## src/rtl/m6809_bus_fabric.sv

```systemverilog
// Bus fabric between the m6809 core and N decoded regions: mask/base decode with
// fixed priority, per-region wait states, optional device acknowledge with timeout.
module m6809_bus_fabric #(
    parameter int                          N_REGIONS   = 4,
    parameter int                          ADDR_W      = 16,
    parameter int                          DATA_W      = 8,
    parameter logic [N_REGIONS*ADDR_W-1:0] REGION_BASE = 64'h0001_8000_FF00_0000,
    parameter logic [N_REGIONS*ADDR_W-1:0] REGION_MASK = 64'h0000_8000_FF00_8000,
    parameter logic [N_REGIONS*4-1:0]      REGION_WAIT = 16'h0100,
    parameter logic [N_REGIONS-1:0]        REGION_ACK  = 4'b0010,
    parameter int                          TIMEOUT     = 16
) (
    input  logic                        clk,
    input  logic                        reset,
    input  logic [ADDR_W-1:0]           core_addr,
    input  logic                        core_vma,
    input  logic                        core_rw_n,
    input  logic [DATA_W-1:0]           core_wdata,
    output logic [DATA_W-1:0]           core_rdata,
    output logic                        core_ready,
    output logic [N_REGIONS-1:0]        dev_sel,
    output logic [ADDR_W-1:0]           dev_addr,
    output logic [DATA_W-1:0]           dev_wdata,
    output logic                        dev_we,
    output logic                        dev_strobe,
    input  logic [N_REGIONS*DATA_W-1:0] dev_rdata,
    input  logic [N_REGIONS-1:0]        dev_ack,
    output logic                        bus_err,
    output logic [ADDR_W-1:0]           err_addr,
    output logic [7:0]                  err_count
);

    localparam int IDX_W = (N_REGIONS > 1) ? $clog2(N_REGIONS) : 1;

    typedef enum logic [1:0] {
        S_IDLE,
        S_WAIT,
        S_DONE
    } state_t;

    state_t             state;
    logic [IDX_W-1:0]   sel_idx;
    logic               rw_q;
    logic               miss_q;
    logic [3:0]         wait_cnt;
    logic [7:0]         to_cnt;

    logic               hit;
    logic [IDX_W-1:0]   hit_idx;
    logic               needs_ack;
    logic               acked;
    logic [DATA_W-1:0]  sel_rdata;
    logic               wait_done;
    logic               finish_ok;
    logic               finish_err;

    // Scan from the top down so the lowest-index hitting region is the one left standing.
    always_comb begin
        hit     = 1'b0;
        hit_idx = '0;
        for (int i = N_REGIONS - 1; i >= 0; i--) begin
            if ((core_addr & REGION_MASK[i*ADDR_W +: ADDR_W]) == REGION_BASE[i*ADDR_W +: ADDR_W]) begin
                hit     = 1'b1;
                hit_idx = IDX_W'(i);
            end
        end
    end

    // An acknowledge arriving on the last timeout cycle takes precedence over the abort.
    always_comb begin
        needs_ack  = REGION_ACK[sel_idx];
        acked      = dev_ack[sel_idx];
        sel_rdata  = dev_rdata[sel_idx*DATA_W +: DATA_W];
        wait_done  = (state == S_WAIT) && (wait_cnt == 4'd0) && !miss_q;
        finish_ok  = wait_done && (!needs_ack || acked);
        finish_err = (state == S_WAIT) &&
                     (miss_q || (wait_done && needs_ack && !acked && (to_cnt == 8'd1)));
    end

    // A miss still passes through WAIT (with no select) so an unmapped access
    // completes with the same two-cycle latency as a zero-wait hit.
    always_ff @(posedge clk or posedge reset) begin
        if (reset) begin
            state      <= S_IDLE;
            sel_idx    <= '0;
            rw_q       <= 1'b0;
            miss_q     <= 1'b0;
            wait_cnt   <= '0;
            to_cnt     <= '0;
            core_rdata <= '0;
            core_ready <= 1'b0;
            dev_sel    <= '0;
            dev_addr   <= '0;
            dev_wdata  <= '0;
            dev_we     <= 1'b0;
            dev_strobe <= 1'b0;
            bus_err    <= 1'b0;
            err_addr   <= '0;
            err_count  <= '0;
        end else begin
            core_ready <= 1'b0;
            bus_err    <= 1'b0;
            dev_strobe <= 1'b0;
            case (state)
                S_IDLE: begin
                    if (core_vma) begin
                        dev_addr  <= core_addr;
                        dev_wdata <= core_wdata;
                        rw_q      <= core_rw_n;
                        sel_idx   <= hit_idx;
                        miss_q    <= !hit;
                        wait_cnt  <= hit ? REGION_WAIT[hit_idx*4 +: 4] : 4'd0;
                        to_cnt    <= 8'(TIMEOUT);
                        dev_sel   <= hit ? (N_REGIONS'(1) << hit_idx) : '0;
                        dev_we    <= hit && !core_rw_n;
                        state     <= S_WAIT;
                    end
                end
                S_WAIT: begin
                    if (finish_ok) begin
                        dev_strobe <= 1'b1;
                        core_ready <= 1'b1;
                        if (rw_q) begin
                            core_rdata <= sel_rdata;
                        end
                        state <= S_DONE;
                    end else if (finish_err) begin
                        core_ready <= 1'b1;
                        bus_err    <= 1'b1;
                        core_rdata <= '1;
                        err_addr   <= dev_addr;
                        if (err_count != 8'hFF) begin
                            err_count <= err_count + 1'b1;
                        end
                        state <= S_DONE;
                    end else if (wait_cnt != 4'd0) begin
                        wait_cnt <= wait_cnt - 1'b1;
                    end else begin
                        to_cnt <= to_cnt - 1'b1;
                    end
                end
                S_DONE: begin
                    dev_sel <= '0;
                    dev_we  <= 1'b0;
                    state   <= S_IDLE;
                end
                default: begin
                    state <= S_IDLE;
                end
            endcase
        end
    end

endmodule

```

## config.mk

```make
export PLATFORM = sky130hd
export DESIGN_NAME = m6809_bus_fabric
export DESIGN_NICKNAME = d
export VERILOG_FILES = /design/src/rtl/m6809_bus_fabric.sv
export SDC_FILE = /design/constraint.sdc
export NUM_CORES = 1
export LEC_CHECK = 0
export BUFFER_PORTS_ARGS = -buffer_cell sky130_fd_sc_hd__buf_2
export CAP_MARGIN = 20
export CORE_UTILIZATION = 45
export CTS_CLUSTER_DIAMETER = 80
export CTS_CLUSTER_SIZE = 30
export DETAILED_ROUTE_END_ITERATION = 16
export GPL_TIMING_DRIVEN = 0
export HOLD_SLACK_MARGIN = 0.15
export PLACE_DENSITY = 0.76
export SETUP_SLACK_MARGIN = 0.2
export SYNTH_ARGS = -nofsm -noshare
export SYNTH_HDL_FRONTEND = slang
export SYNTH_SLANG_ARGS = --single-unit
```

## constraint.sdc

```tcl
create_clock -name clk -period 2.6 [get_ports clk]
set_input_delay 0.65 -clock clk [delete_from_list [all_inputs] [get_ports clk]]
set_output_delay 0.65 -clock clk [all_outputs]
set_load 0.005 [all_outputs]
```

; Yosys cells after proc, flatten, opt, wreduce, memory -nomap -nowiden
; Cells that the tools add are included.
[classes]
addsub = 3
n_lt_le_gt_ge = 1
eq_ne = 12
shift = 3
mux = 40
n_bitwise = 1
n_reduce_logical = 30
[ops]
columns = op, count
row1 = $mux W8, 7
row2 = $shiftx A32 B6 Y8, 1
row3 = $mux W4, 7
row4 = $logic_not A16 Y1, 1
row5 = $pmux W4 S2, 2
row6 = $pmux W8 S2, 1
row7 = $shiftx A16 B5 Y4 const A, 1
row8 = $mux W1, 13
row9 = $mux W2, 6
row10 = $ne A2 B2 Y1 const B, 5
row11 = $reduce_and A5 Y1, 2
row12 = $add A8 B1 Y8 const B, 1
row13 = $eq A8 B1 Y1 const B, 1
row14 = $eq A8 B8 Y1 const B, 1
row15 = $logic_and A1 B1 Y1, 8
row16 = $ne A8 B8 Y1 const B, 1
row17 = $sub A8 B1 Y8 const B, 1
row18 = $reduce_and A2 Y1, 3
row19 = $reduce_and A3 Y1, 2
row20 = $reduce_bool A2 Y1, 3
row21 = $logic_not A1 Y1, 5
row22 = $bmux W1 S2, 2
row23 = $logic_not A4 Y1, 1
row24 = $pmux W2 S2, 1
row25 = 13 further kinds, 14
[word_totals]
register_bits = 82
in_bits = 64
output_inout_bits = 64
wordCells = 106

; Logic depth before layout (Yosys ltp)
; Gate-level depths: netlist (run 1).
[depth]
depth_word = 11
mapped_depth = 7
mapped_depth_nobuf = 6

; Least setup slack after synthesis (run 1)
; OpenSTA, ideal clock, no wires.
[synth_path]
kind = reg2reg
start = reg wait_cnt[0]
end = reg err_addr[0]
setup_ns = 0.125
t_arrival_ns = 1.913
required_ns = 2.475
path_slack_ns = 0.562
path_stages_with_launch = 8
path_buffers = 1
synth_period_minus_slack_ns = 2.038
cell_sequence = dfrtp_1 > inv_1 > ha_1 > nor3b_2 > a41oi_2 > nor2_4 > buf_6 > mux2_2
[synth_between]
elab_chain_len = 9
word_cells_on_any_way = 11
cone_classes = bitwise: 1 / reduce/logical: 10
[synth_rtl]
columns = item, line_no
row1 = from (decl), 45  ; logic [3:0] wait_cnt;
row2 = from (signal assigned), 112  ; wait_cnt <= hit ? REGION_WAIT[hit_idx*4 +: 4] : 4'd0;
row3 = from (signal assigned), 137  ; wait_cnt <= wait_cnt - 1'b1;
row4 = $logic_not A4 Y1 *, 74  ; wait_done = (state == S_WAIT) && (wait_cnt == 4'd0) && !miss_q;
row5 = $logic_and A1 B1 Y1 * (2 in a row), 74
row6 = $logic_and A1 B1 Y1 (3 in a row), 77  ; (miss_q || (wait_done && needs_ack && !acked && (to_cnt == 8'd1)));
row7 = $logic_or A1 B1 Y1, 77
row8 = $logic_and A1 B1 Y1, 76  ; finish_err = (state == S_WAIT) &&
row9 = $reduce_and A3 Y1 (no line) *, n/a
row10 = to (signal assigned), 131  ; err_addr <= dev_addr;
row11 = to (decl), 29  ; output logic [ADDR_W-1:0] err_addr,
; Every way passes the cells marked *; elsewhere a longest branch is shown, timed or not.
; A chain may end at the register's enable or synchronous reset.

; Worst setup path after layout (run 1)
[layout_path]
start = reg to_cnt[1]
end = reg err_count[6]
[layout_between]
elab_chain_len = 5
[layout_rtl]
columns = item, line_no
row1 = from (decl), 46  ; logic [7:0] to_cnt;
row2 = from (signal assigned), 113  ; to_cnt <= 8'(TIMEOUT);
row3 = from (signal assigned), 139  ; to_cnt <= to_cnt - 1'b1;
row4 = $eq A8 B1 Y1, 77
row5 = $logic_and A1 B1 Y1, 77
row6 = $logic_or A1 B1 Y1, 77
row7 = $logic_and A1 B1 Y1, 76
row8 = $reduce_and A4 Y1 (no line), n/a
row9 = to (signal assigned), 133  ; err_count <= err_count + 1'b1;
row10 = to (decl), 30  ; output logic [7:0] err_count
; Every way passes these cells.

==> results.toml, run 1 <==
[flow_run]
max_cap_viol_count = 0

[clock_tree]
clock_latency_ns = 0.34
clk_pin_slew_ns = 0.08
clkSinkCount = 82
tritoncts = "yes"
cts.path.max_buffers = 2
cts_htree_levels = 3
root_buffer = "sky130_fd_sc_hd__clkbuf_8"
cts_buffers = 9

[floorplanning]
start_util = 0.461
num_rows = 33
die_footprint_sq_um = 8750
fp.coreArea_sq_um = 8180
io-pin-count = 128
die-height_um = 93.5
fp.dieW_um = 93.5

[placed_design]
finalWeightedCongestion = 0.888
port-buffer-count = 124
placement.setup.worst_slack_ns = 0.182
dp_cells = 577
dpl-instance-area_sq_um = 4550
place.detailed.hpwl_um = 6310

[routing]
routed_via_density = 5.23
remaining_design_rule_violation_count = 0
firstDrtPassIters = 6
detailedRoute.firstIterationViolations = 220
drtAntennaViolNets = 0
route.final.wire_length_um = 8730
route.detailed.wl_per_inst_um = 14.7
vias = 3114

[power]
p_clk_frac = 0.233
share_seq_of_total_power = 0.433
p_sw_frac = 0.350
comb_power_share = 0.334
ir_worst_vdd_v = 0.000619
pwr_density_cell_nw_per_um2 = 887
power.net_switching_mw = 1.48
total_design_power_mw = 4.24
internal_power_mw = 2.76
static-leakage-power_nw = 2.54

[finish]
inserted_diodes = 0
drive_above_1_share = 0.347
finalNonFillerCells = 595
post_layout_nets = 554
layout-area-overhead-vs-synth_pct = 26.7
finish.instance_area_sq_um = 4780

[status]
outcome = "finished clean"

[synth]
postSynthAreaPerCell_sq_um = 10.9
postSynth.topFlopCell = "sky130_fd_sc_hd__dfrtp_1"
synth_simple_gate_area_frac = 0.193
post_synthesis_async_set_or_reset_flop_share = 1.00
synth.distinct_cells = 47
synth_nets = 416
ys.warnings.count = 0
ys_seq_elements = 82
post_synth_instance_area_sq_um = 3770
yosysSeqAreaShare = 0.544
yosys-mux-area-fraction = 0.118
synth_cells = 347
synth_adder_area_share = 0.0166
synth_compound_gate_area_share = 0.0902
synth_edf_count = 0
xor_xnor_share_of_the_synthesized_area = 0.00929
main_combinational_cell_family_by_area_after_synthesis = "simple AND/OR/NAND/NOR gates"

[sta]
final_worst_setup_slack_ns = 0.332
worst_slew_margin_rel = 0.424
min_period_ns = 2.27
final_min_period_over_clock_period = 0.872
rsz0062_at_grt = "no"
max_slew.worst_pin.slew_ns = 0.862
finalSetupViolations = 0
tns_ns = 0
final-hold-violation-count = 0
final-max-slew-violation-count = 0
fin_skew_ns = 0.0113
max_clock_freq_mhz = 441

[global_route]
groute.usage.overall = 0.214
antenna_found_initial = 0
grt_pass1_wl_um = 14500
number_of_global_route_vias_before_repair = 3057
global_route.overflow_total = 0
grt_max_degree = 45

[critical_path]
startpoint_to_endpoint_class_of_the_critical_path = "flop to flop"
start_kind = "flop"
timing.critical_path.required_ns = 2.83
worst_ep_arrival_time_ns = 2.50
critPathMaxFanout = 8
crit_path_end_kind = "flop"

[worst_hold_path]
class_of_the_tightest_hold_or_removal_check = "input pin to async pin"
[metrics by stage]
stage                     hold slack, ns  utilization
final                              0.457        0.584
after global routing               0.490        0.584
after detailed placement           0.462        0.556
after floorplan                    0.462            -
after global placement             0.457        0.554
after CTS                          0.482        0.584
[worst max-delay path: stages (launching register included)]
cell                      delay (ns)
sky130_fd_sc_hd__dfrtp_1        0.41
sky130_fd_sc_hd__inv_1          0.09
sky130_fd_sc_hd__ha_1           0.15
sky130_fd_sc_hd__nor4b_2        0.39
sky130_fd_sc_hd__a41oi_2        0.36
sky130_fd_sc_hd__nor4_1         0.40
sky130_fd_sc_hd__mux2_2         0.37
[per-layer routing]
metal / global-route usage / part of all wire / vias up
met5: 0 / 0 / -
met4: 0.0833 / 0.020 / 0
met3: 0.0439 / 0.045 / 14
met2: 0.346 / 0.48 / 94
met1: 0.282 / 0.45 / 1508
li1: - / - / 1498
[worst paths after layout]
kind                                           from                  endpoint  slack [ns]  cells after the start
setup / recovery              to_cnt[1]$_DFFE_PP0P_  err_count[6]$_DFFE_PP0P_        0.33                      6
hold / removal                                reset  err_count[3]$_DFFE_PP0P_        0.46                      2
setup reg to reg              to_cnt[1]$_DFFE_PP0P_  err_count[6]$_DFFE_PP0P_        0.33                      6
hold reg to reg            dev_wdata[2]$_DFFE_PP0P_  dev_wdata[2]$_DFFE_PP0P_        0.48                      2
max in group asynchronous                     reset   dev_addr[5]$_DFFE_PP0P_        1.45                      3
min in group clk           dev_wdata[2]$_DFFE_PP0P_  dev_wdata[2]$_DFFE_PP0P_        0.48                      2
[cell type report]
cell class              count  area [sq um]
fillers                   750          3400
flip-flops and latches     82          2050
plain buffers              14          78.8
clock buffers              12           135
repair buffers            127           656
well taps                 105           131
multi-input cells         243          1620
inverters                   8          33.8
clock inverters             4          73.8
[cells by family after synthesis]
| kind of cell | Yosys count |
|---|---|
| simple gates | 154 |
| flops | 82 |
| compound gates | 51 |
| mux | 29 |
| buf+inv | 22 |
| fa+ha+maj | 5 |
| xor+xnor | 4 |
[synth_stat cells (2+ instances only)]
master,number,area [sq um]
sky130_fd_sc_hd__inv_1,8,30.0
sky130_fd_sc_hd__or3_1,3,18.8
sky130_fd_sc_hd__o211ai_1,4,30.0
sky130_fd_sc_hd__dfrtp_1,82,2050
sky130_fd_sc_hd__nor2_1,20,75.1
sky130_fd_sc_hd__mux2i_1,2,20.0
sky130_fd_sc_hd__nand2_1,89,334
sky130_fd_sc_hd__nand4b_1,2,17.5
sky130_fd_sc_hd__and2_1,3,18.8
sky130_fd_sc_hd__or4_1,5,37.5
sky130_fd_sc_hd__a21oi_1,13,65.1
sky130_fd_sc_hd__nand3_1,8,40.0
sky130_fd_sc_hd__nor3b_1,2,15.0
sky130_fd_sc_hd__mux2_2,19,214
sky130_fd_sc_hd__o22ai_1,8,50.1
sky130_fd_sc_hd__buf_6,3,33.8
sky130_fd_sc_hd__nand2b_1,4,25.0
sky130_fd_sc_hd__mux4_1,8,210
sky130_fd_sc_hd__nor4_1,5,31.3
sky130_fd_sc_hd__buf_1,2,7.51
sky130_fd_sc_hd__xor2_1,4,35.0
sky130_fd_sc_hd__o31ai_1,4,30.0
sky130_fd_sc_hd__o21ai_0,7,35.0
sky130_fd_sc_hd__ha_1,5,62.6
sky130_fd_sc_hd__o41ai_1,3,26.3
sky130_fd_sc_hd__clkbuf_1,8,30.0
sky130_fd_sc_hd__a21o_1,3,22.5
sky130_fd_sc_hd__nand4_1,2,12.5
sky130_fd_sc_hd__a2bb2oi_1,2,17.5
sky130_fd_sc_hd__nor3_1,2,10.0
[what timing repair did]
item                       in CTS  in global routing
hold endpoints to repair        0                  0
setup buffers                   2                  0
setup endpoints to repair       8                  1
hold buffers                    0                  0
gates resized for setup         0                  1
pin swaps                       1                  0
[power groups by stage]
stage | clock [mW] | sequential [mW] | combinational, mW
2_1_floorplan | 0 | 1.85 | 0.832
3_3_place_gp | 0 | 1.84 | 1.38
3_5_place_dp | 0 | 1.85 | 1.42
4_1_cts | 1.01 | 1.83 | 1.42
5_1_grt | 1.06 | 1.88 | 1.61
6_report | 0.988 | 1.83 | 1.42
[registers in the layout (all words and copies together) (netlist names), 2 cells and up]
name and flops:
err_addr 16, dev_wdata 8, sel_idx 2, err_count 8, dev_addr 16, dev_sel 4, to_cnt 8, state 2
wait_cnt 4, core_rdata 8
[cells in the final DEF, fill, tap and decap left out, types with 8 or more instances in the layout]
master | synthesis | final
sky130_fd_sc_hd__mux4_1 | 8 | 8
sky130_fd_sc_hd__nor2_1 | 20 | 20
sky130_fd_sc_hd__mux2_2 | 19 | 19
sky130_fd_sc_hd__nand2_1 | 89 | 89
sky130_fd_sc_hd__a21oi_1 | 13 | 13
sky130_fd_sc_hd__clkbuf_1 | 8 | 11
sky130_fd_sc_hd__clkbuf_8 | 0 | 9
sky130_fd_sc_hd__buf_2 | 0 | 124
sky130_fd_sc_hd__nand3_1 | 8 | 8
sky130_fd_sc_hd__o22ai_1 | 8 | 8
sky130_fd_sc_hd__dfrtp_1 | 82 | 82
No activity file was read; power rests on OpenSTA's default activity.
==> run 2, diff against run 1 <==
HOLD_SLACK_MARGIN = unset   (was 0.15)
RECOVER_POWER = 25   (was unset)
==> run 2 against run 1 <==
- the flow now finishes with violations (max-capacitance violations, max-slew violations)
- global-route usage unchanged
- final cell count unchanged
- worst hold slack improved by 0.020 ns
- flip-flop and latch count stayed put
- clock skew about the same
- core utilization decreased by 0.18 points
- setup slack got worse by 0.0054 ns
- via count hardly changed
- fmax decreased by 0.24%
- highest routed layer unchanged
==> results.toml, run 2 (same netlist as run 1, synthesis figures left out) <==
[finish]
drive_above_1_share = 0.347
inserted_diodes = 0
top_regs = "dev_addr (16), err_addr (16)"
layout_common_cells = "124 x sky130_fd_sc_hd__buf_2, 89 x sky130_fd_sc_hd__nand2_1, 82 x sky130_fd_sc_hd__dfrtp_1"
post_layout_nets = 554
layout-area-overhead-vs-synth_pct = 26.3
layout_commonest_cell = "sky130_fd_sc_hd__buf_2"

[sta]
final_min_period_over_clock_period = 0.874
timing.hold.ws_ns = 0.477
fin_skew_ns = 0.0112
worst_slew_margin_rel = -0.140
min_period_ns = 2.27
final-hold-violation-count = 0
max_clock_freq_mhz = 440
max_slew.worst_pin.slew_ns = 1.70
tns_ns = 0
rsz0062_at_grt = "no"
finalSetupViolations = 0
final-max-slew-violation-count = 40

[routing]
firstDrtPassIters = 5
vias = 3116
detailedRoute.firstIterationViolations = 220
route.final.wire_length_um = 8740
routed_via_density = 5.24
remaining_design_rule_violation_count = 0
drtAntennaViolNets = 0
route.detailed.wl_per_inst_um = 14.7

[critical_path]
timing.critical_path.required_ns = 2.83
start_kind = "flop"
startpoint_to_endpoint_class_of_the_critical_path = "flop to flop"
crit_path_end_kind = "flop"
critPathMaxFanout = 8
worst_ep_arrival_time_ns = 2.50

[worst_hold_path]
class_of_the_tightest_hold_or_removal_check = "flop to flop"

[floorplanning]
die_footprint_sq_um = 8750
io-pin-count = 128
start_util = 0.461
die-height_um = 93.5
num_rows = 33
fp.coreArea_sq_um = 8180
fp.dieW_um = 93.5

[global_route]
number_of_global_route_vias_before_repair = 3057
grt_pass1_wl_um = 14500
antenna_found_initial = 0
grt_max_degree = 45
groute.usage.overall = 0.214
global_route.overflow_total = 0

[placed_design]
port-buffer-count = 124
place.detailed.hpwl_um = 6310
finalWeightedCongestion = 0.888

[power]
pwr_density_cell_nw_per_um2 = 890
ir_worst_vdd_v = 0.000619
total_design_power_mw = 4.24
static-leakage-power_nw = 2.54

[clock_tree]
cts_buffers = 9
cts.path.max_buffers = 2
cts_htree_levels = 3
clock_latency_ns = 0.34
tritoncts = "yes"
root_buffer = "sky130_fd_sc_hd__clkbuf_8"
clk_pin_slew_ns = 0.08
clkSinkCount = 82

[status]
failed_checks = "max-capacitance violations, max-slew violations"
outcome = "complete, but fails checks"

[flow_run]
max_cap_viol_count = 1
[run 2: cell count changes in the layout (fill, tap and decap cells not counted), sizes merged]
cell and delta:
clkbuf +1, buf -1
[run 2: path summary, 6_finish.rpt]
check / cells past startpoint / from / to / slack [ns]
worst min-delay path: 2 / dev_wdata[2]$_DFFE_PP0P_ / dev_wdata[2]$_DFFE_PP0P_ / 0.48
min in group asynchronous: 2 / reset / err_count[3]$_DFFE_PP0P_ / 0.70
worst max register to register: 6 / to_cnt[1]$_DFFE_PP0P_ / err_count[6]$_DFFE_PP0P_ / 0.33
worst min register to register: 2 / dev_wdata[2]$_DFFE_PP0P_ / dev_wdata[2]$_DFFE_PP0P_ / 0.48
max in group asynchronous: 3 / reset / dev_addr[5]$_DFFE_PP0P_ / 0.54
worst max-delay path: 6 / to_cnt[1]$_DFFE_PP0P_ / err_count[6]$_DFFE_PP0P_ / 0.33
[run 2: stage by stage]
step | utilization | std cells | setup slack [ns] | cell area (sq um)
2_1_floorplan | - | 347 | 0.562 | 3770
3_3_place_gp | 0.554 | 576 | 0.198 | 4530
3_5_place_dp | 0.556 | 577 | 0.182 | 4550
4_1_cts | 0.584 | 595 | 0.317 | 4770
5_1_grt | 0.582 | 595 | 0.152 | 4760
6_report | 0.582 | 595 | 0.327 | 4760
[run 2: timing repair]
| item | CTS | global route |
|---|---|---|
| buffers inserted | 2 | 0 |
| pin swaps | 1 | 0 |
| hold buffers | 0 | 0 |
| endpoints found under the setup margin | 8 | 1 |
| resized for setup | 0 | 1 |
[run 2: layout make-up]
type	count	area (sq um)
multi-input cells	243	1620
well taps	105	131
clock buffers	12	135
flip-flops and latches	82	2050
clock inverters	4	73.8
plain buffers	14	78.8
fillers	753	3410
repair buffers	127	643
inverters	8	31.3
[run 2: layer usage]
metal  routed length, um  vias up  global-route usage  part of all wire
met4                 177        0              0.0833             0.020
met5                   0        -                   0                 0
met1                3910     1509               0.282              0.45
met3                 416       14              0.0439             0.048
met2                4240       93               0.346              0.48
li1                    -     1500                   -                 -
[run 2: critical path, cell delays in order, from the launching register on]
cell,delay [ns]
sky130_fd_sc_hd__dfrtp_1,0.41
sky130_fd_sc_hd__inv_1,0.09
sky130_fd_sc_hd__ha_1,0.15
sky130_fd_sc_hd__nor4b_2,0.39
sky130_fd_sc_hd__a41oi_2,0.36
sky130_fd_sc_hd__nor4_1,0.40
sky130_fd_sc_hd__mux2_2,0.37
[run 2: where the power goes]
part,switching (mW),internal (mW)
Clock,0.444,0.545
Combinational,0.810,0.604
Sequential,0.231,1.60
Total,1.49,2.75
